===== config.mk =====
export PLATFORM = sky130hd
export DESIGN_NAME = fifo_1r1w_sync_param
export DESIGN_NICKNAME = d
export VERILOG_FILES = /design/src/rtl/fifo_1r1w_sync_param.sv
export SDC_FILE = /design/constraint.sdc
export NUM_CORES = 1
export LEC_CHECK = 0
export CAP_MARGIN = 10
export CORE_UTILIZATION = 55
export DETAILED_ROUTE_END_ITERATION = 10
export GPL_TIMING_DRIVEN = 0
export PLACE_DENSITY_LB_ADDON = 0.15
export SYNTH_ARGS = -nofsm -noshare
export SYNTH_HDL_FRONTEND = slang
export SYNTH_SLANG_ARGS = --single-unit

===== constraint.sdc =====
create_clock -name clk_i -period 3.03 [get_ports clk_i]
set_input_delay 0.606 -clock clk_i [delete_from_list [all_inputs] [get_ports clk_i]]
set_output_delay 0.606 -clock clk_i [all_outputs]
set_load 0.02 [all_outputs]

===== src/rtl/fifo_1r1w_sync_param.sv =====
// Single-clock FIFO. The producer side uses valid/ready and the consumer side uses valid/yumi.
// The head word is held in a register, so data_o comes straight from a flop.
module fifo_1r1w_sync_param #(
    parameter int width_p        = 8,
    parameter int els_p          = 5,
    parameter int almost_full_p  = 4,
    parameter int almost_empty_p = 1
) (
    input  logic                         clk_i,
    input  logic                         reset_n_i,
    input  logic [width_p-1:0]           data_i,
    input  logic                         valid_i,
    output logic                         ready_o,
    output logic                         valid_o,
    output logic [width_p-1:0]           data_o,
    input  logic                         yumi_i,
    input  logic                         flush_i,
    output logic [$clog2(els_p+1)-1:0]   count_o,
    output logic                         almost_full_o,
    output logic                         almost_empty_o,
    output logic                         error_o
);

    localparam int cw_lp = $clog2(els_p + 1);
    localparam int pw_lp = $clog2(els_p);

    localparam logic [cw_lp-1:0] els_lp      = cw_lp'(els_p);
    localparam logic [cw_lp-1:0] one_lp      = cw_lp'(1);
    localparam logic [cw_lp-1:0] af_lp       = cw_lp'(almost_full_p);
    localparam logic [cw_lp-1:0] ae_lp       = cw_lp'(almost_empty_p);
    localparam logic [pw_lp-1:0] ptr_last_lp = pw_lp'(els_p - 1);

    logic [width_p-1:0] mem_r [els_p];
    logic [pw_lp-1:0]   wr_ptr_r;
    logic [pw_lp-1:0]   rd_ptr_r;
    logic [pw_lp-1:0]   rd_ptr_inc;
    logic [pw_lp-1:0]   wr_ptr_inc;
    logic [cw_lp-1:0]   count_r;
    logic [width_p-1:0] data_r;
    logic               error_r;
    logic               underflow;
    logic               enq;
    logic               deq;

    assign ready_o        = (count_r < els_lp);
    assign valid_o        = (count_r != '0);
    assign data_o         = data_r;
    assign count_o        = count_r;
    assign almost_full_o  = (count_r >= af_lp);
    assign almost_empty_o = (count_r <= ae_lp);
    assign error_o        = error_r;

    // An underflow cycle is ignored entirely, apart from setting the sticky error flag.
    assign underflow = yumi_i & ~valid_o;
    assign enq       = valid_i & ready_o & ~flush_i & ~underflow;
    assign deq       = yumi_i & valid_o & ~flush_i;

    assign rd_ptr_inc = (rd_ptr_r == ptr_last_lp) ? '0 : rd_ptr_r + pw_lp'(1);
    assign wr_ptr_inc = (wr_ptr_r == ptr_last_lp) ? '0 : wr_ptr_r + pw_lp'(1);

    always_ff @(posedge clk_i or negedge reset_n_i) begin
        if (!reset_n_i) begin
            count_r  <= '0;
            wr_ptr_r <= '0;
            rd_ptr_r <= '0;
            data_r   <= '0;
            error_r  <= 1'b0;
        end else if (flush_i) begin
            count_r  <= '0;
            wr_ptr_r <= '0;
            rd_ptr_r <= '0;
        end else if (underflow) begin
            error_r  <= 1'b1;
        end else begin
            case ({enq, deq})
                2'b10:   count_r <= count_r + one_lp;
                2'b01:   count_r <= count_r - one_lp;
                default: count_r <= count_r;
            endcase
            if (enq)
                wr_ptr_r <= wr_ptr_inc;
            if (deq)
                rd_ptr_r <= rd_ptr_inc;
            // When the queue is empty, or is emptied and refilled in the same cycle, the incoming word becomes the head.
            if (enq && ((count_r == '0) || (deq && (count_r == one_lp))))
                data_r <= data_i;
            else if (deq && (count_r > one_lp))
                data_r <= mem_r[rd_ptr_inc];
        end
    end

    always_ff @(posedge clk_i) begin
        if (enq)
            mem_r[wr_ptr_r] <= data_i;
    end

endmodule


; Word-level counts from Yosys, hierarchy flattened
; Memory sizes are Yosys's and may differ from the RTL's.
; Cells that the tools add are included.
[totals]
ff_bits = 18
latchBits = 0
ram_bits = 40
rom_bits = 0
in_bits = 13
word_cells = 59
n_memories = 1
[memory_table]
columns = memory, words, width, read_ports, rd_clocked_by_memory_dff, wr, line_no
row1 = mem_r, 5, 8, 1, 0, 1, 33  ; logic [width_p-1:0] mem_r [els_p];
[classes]
n_addsub = 4
n_mul = 0
n_div = 0
n_lt_le_gt_ge = 4
n_eq_ne = 6
n_shift = 0
mux = 15
bitwise = 9
reduce_logical = 15
[ops]
columns = cell, n
row1 = 2-to-1 mux 3 bit, 10
row2 = 2-to-1 mux 8 bit, 2
row3 = "adder 3 x 1 -> 3 bit, second input constant", 3
row4 = AND reduction 2 bit, 4
row5 = bitwise AND 1 bit, 6
row6 = "equality test 3 bit, second input constant", 2
row7 = case mux 3 bit (2 select lines), 1
row8 = nonzero test 2 bit, 3
row9 = nonzero test 3 bit, 2
row10 = "equality test 3 x 1 -> 1 bit, second input constant", 1
row11 = "greater-or-equal comparator 3 bit, second input constant", 1
row12 = "> comparator 3 x 1 -> 1 bit, second input constant", 1
row13 = "less-or-equal comparator 3 x 1 -> 1 bit, second input constant", 1
row14 = logical AND 1 bit, 3
row15 = logical NOT 3 bit, 1
row16 = "less-than comparator 3 bit, second input constant", 1
row17 = inverter 1 bit, 3
row18 = AND reduction 3 bit, 1
row19 = "subtractor 3 x 1 -> 3 bit, second input constant", 1
row20 = "equality test 2 x 1 -> 1 bit, second input constant", 1
row21 = "equality test 2 bit, second input constant", 1
row22 = 2-to-1 mux 1 bit, 2
row23 = "!= test 2 bit, second input constant", 1
row24 = logical OR 1 bit, 1

; Logic depth before layout (Yosys ltp)
[logic_depth]
word_depth = 9
mapped_depth = 8

; Least setup slack after synthesis
; No wires, ideal clock.
[synth_path]
path_kind = register -> register
from = reg count_r[0], in the netlist count_o[0]
to = mem mem_r[4][0], enable pin
arrival_ns = 2.049
required_time_ns = 2.647
path_slack_ns = 0.597
path_stages_with_launch = 7
n_path_buf = 0
cell_sequence = dfrtp_1 inv_1 ha_1 nor2b_2 inv_2 o211ai_2 nor3_1
[synth_between]
elab_chain_cells = 7
[synth_rtl]
columns = element, line_no
row1 = from (decl), 38  ; logic [cw_lp-1:0] count_r;
row2 = from (signal assigned), 76  ; 2'b10: count_r <= count_r + one_lp;
row3 = from (signal assigned), 77  ; 2'b01: count_r <= count_r - one_lp;
row4 = from (signal assigned), 78  ; default: count_r <= count_r;
row5 = nonzero test 3 bit, 46  ; assign valid_o = (count_r != '0);
row6 = via valid_o, 14  ; output logic valid_o,
row7 = inverter 1 bit, 54  ; assign underflow = yumi_i & ~valid_o;
row8 = bitwise AND 1 bit, 54
row9 = inverter 1 bit (no line), n/a
row10 = bitwise AND 1 bit, 55  ; assign enq = valid_i & ready_o & ~flush_i & ~underflow;
row11 = 2-to-1 mux 1 bit, 93  ; if (enq)
row12 = 2-to-1 mux 1 bit (implied by the code), 94  ; mem_r[wr_ptr_r] <= data_i;
row13 = to (decl), 33
; The timed path passes the listed nets, and every way through them passes these cells.

; Worst setup path after layout
[layout_path]
from = reg count_r[0], in the netlist count_o[0]
to = out valid_o
[layout_between]
elab_chain_cells = 1
[layout_rtl]
columns = element, line_no
row1 = nonzero test 3 bit, 46
row2 = to (decl), 14
; Every way passes these cells.

==> results.toml <==
[logic_synthesis]
synth_area_leaders = "edfxtp_1 46%, dfrtp_1 17%, mux4_2 6.8%"
synth-seq-cells = 58
synth_mux_area_share_pct = 7.22
synth_edf_count = 40
synth_top_area_share_pct = 45.6
syn_area_um2 = 2640
synth_top_family_by_area = "compound AO/OA/AOI/OAI gates"
ys_warn_count = 0
synth_xor_area_share_pct = 0
avgSynthCellArea_um2 = 13.9
yosysTopAreaCell = "edfxtp_1"
synthSimpleGateAreaFrac_pct = 6.89
syn_inst = 190
synth_compound_area_share_pct = 15.0
async_reset_ff_share_pct = 31.0
ys_seq_area_share_pct = 62.7
yosys.cell_types.count = 40
synthAdderAreaFrac_pct = 3.80
synthesis.nets = 211
ys.flop_type = "edfxtp_1"

[sta]
finalSetupTns_ns = 0
worst_slack_ns = 0.231
finalClockSkew_ns = 0.00804
rsz0062_at_grt = "no"
period_minus_slack_ns = 2.80
relSlewSlack_pct = 21.0
hold_viol_final = 0
worst_slew_pin_slew_ns = 1.18
setup_violations = 0
drv_slew = 0
fmax_mhz = 357
min_period_over_period_pct = 92.4

[critical_path]
timing.rr.start = "count_o[0]"
cp-start-kind = "register"
timing.rr.end = "mem_r[4][1]"
reg2reg_slack_ns = 0.25
path_class = "reg2out"
cp.required_ns = 2.42
cp_max_fo = 9
worstPathArrival_ns = 2.19
cp-end-kind = "output port"
ff2ff_path_depth = 6

[clock_network]
cts_tree = "built"
cts_buffer_depth = 2
post_cts_buffers = 0
cts_root_buf = "clkbuf_8"
cts_sinks = 58
cts_hold_buf = 0
htree_num_levels = 3
clk_pin_slew_ns = 0.07
cts.repair.resized = 0
insertion_delay_ns = 0.34
cts_buffers = 9

[placement]
preCtsSetupSlack_ns = 0.150
dp.final_hpwl_um = 3820
gp_routability_congestion = 0.859
dp_cells = 269
io_buffers = 27

[final_layout]
drive_gt1_share_pct = 16.3
num-nets-final = 249
insertedDiodeCount = 0
mostFrequentLayoutCell = "edfxtp_1"
instances_no_fill = 285
post-route-util_pct = 71.5
syn_to_final_growth_pct = 21.4
layout.cells.most_common_list = "40 x edfxtp_1, 27 x clkdlybuf4s50_1, 18 x dfrtp_1"

[global_routing]
grt.overflow.total = 0
grt_pass1_wl_um = 9670
grt_max_degree = 19
grt_pass1_vias = 1919
antenna_found_initial = 0
grt_usage_pct = 26.6

[run_status]
status = "finished, violations left"
violations = "DRC"

[hold_path]
worstHoldStart = "error_o"
holdCritPathClass = "reg2reg"
hold_depth = 1
holdPathEnd = "error_o"

[pwr]
total_power_mw = 2.25
power_density_nw_per_um2 = 703
p_leak_nw = 1.19
irDropWorstVdd_v = 0.000622

[routing]
drtIter0Drc = 115
wl_per_cell_um = 20.5
drt-pass1-iter-count = 7
vias = 1782
ant_nets = 0
viasPerCell = 6.25
drc = 2
routed_wl_um = 5860

[die]
core_um2 = 4470
io_pins = 29
initial_core_util_pct = 58.9
die_h_um = 71.2
num_rows = 24
die_area_um2 = 5070
chipWidth_um = 71.2

[flow_run]
max_cap_violations = 0
## metrics by stage
stage	area, µm²	hold WS [ns]
floorplan	2640	0.310
global placement	2970	0.457
detailed placement	2970	0.461
CTS	3200	0.476
global route	3200	0.493
finish	3200	0.474
## sequential cells by signal, summed over array words and instances (netlist names)
name / flops
wr_ptr_r: 3
count_o: 3
error_o: 1
mem_r: 40
rd_ptr_r: 3
data_o: 8
## where the power goes
| part | internal [mW] | total [mW] | switching (mW) |
|---|---|---|---|
| logic | 0.222 | 0.481 | 0.259 |
| registers | 0.921 | 0.969 | 0.0484 |
| clock network | 0.484 | 0.799 | 0.314 |
| total | 1.63 | 2.25 | 0.622 |
## cell type report
class	count	area, µm²
sequential	58	1650
fill	302	1280
multi-input combinational	106	866
timing repair buffer	27	270
clock buffer	10	138
clock inverter	6	90.1
tap	52	65.1
inverter	17	63.8
buffer	9	53.8
## cell families (layout without fill, tap and decap cells)
group	after synthesis	count (layout)
multiplexers	9	9
buffers and inverters	26	69
flip-flops	58	58
AO/OA/AOI/OAI	56	56
adder cells (fa/ha/maj)	8	8
AND/OR/NAND/NOR	33	33
## how the worst max path moves through the flow
stage | startpoint | to | slack, ns
2_1_floorplan | count_o[0] | mem_r[4][0] | 0.60
3_3_place_gp | yumi_i | mem_r[4][1] | 0.19
3_5_place_dp | yumi_i | mem_r[4][1] | 0.15
4_1_cts | count_o[0] | valid_o | 0.23
5_1_grt | count_o[1] | mem_r[4][1] | 0.11
6_report | count_o[0] | valid_o | 0.23
## worst max-delay path, stage by stage (launching register included)
cell and delay, ns:
dfrtp_1 0.50, inv_1 0.12, ha_1 0.25, nor2b_2 0.19, inv_2 0.16, clkdlybuf4s50_1 0.64
## layer usage
layer | vias to the layer above | GRT usage [%] | share of wire (%) | routed length [µm]
met4 | 0 | 14.0 | 2.8 | 166
li1 | 810 | - | - | -
met1 | 898 | 31.5 | 42 | 2430
met3 | 13 | 8.44 | 5.2 | 305
met5 | - | 0 | 0 | 0
met2 | 61 | 43.9 | 50 | 2950
## cell usage after synthesis (all sizes together) (2+ instances only)
library cell	instances
nor3	4
nand3	3
clkbuf	4
or3b	2
a211oi	11
nor2	5
ha	8
o211ai	2
a21oi	7
nor2b	2
mux4	8
a311oi	3
o21ai	11
o22ai	8
and3	5
buf	5
edfxtp	40
a21boi	8
nand2	7
inv	17
dfrtp	18
Power figures use the tool's default switching activity.
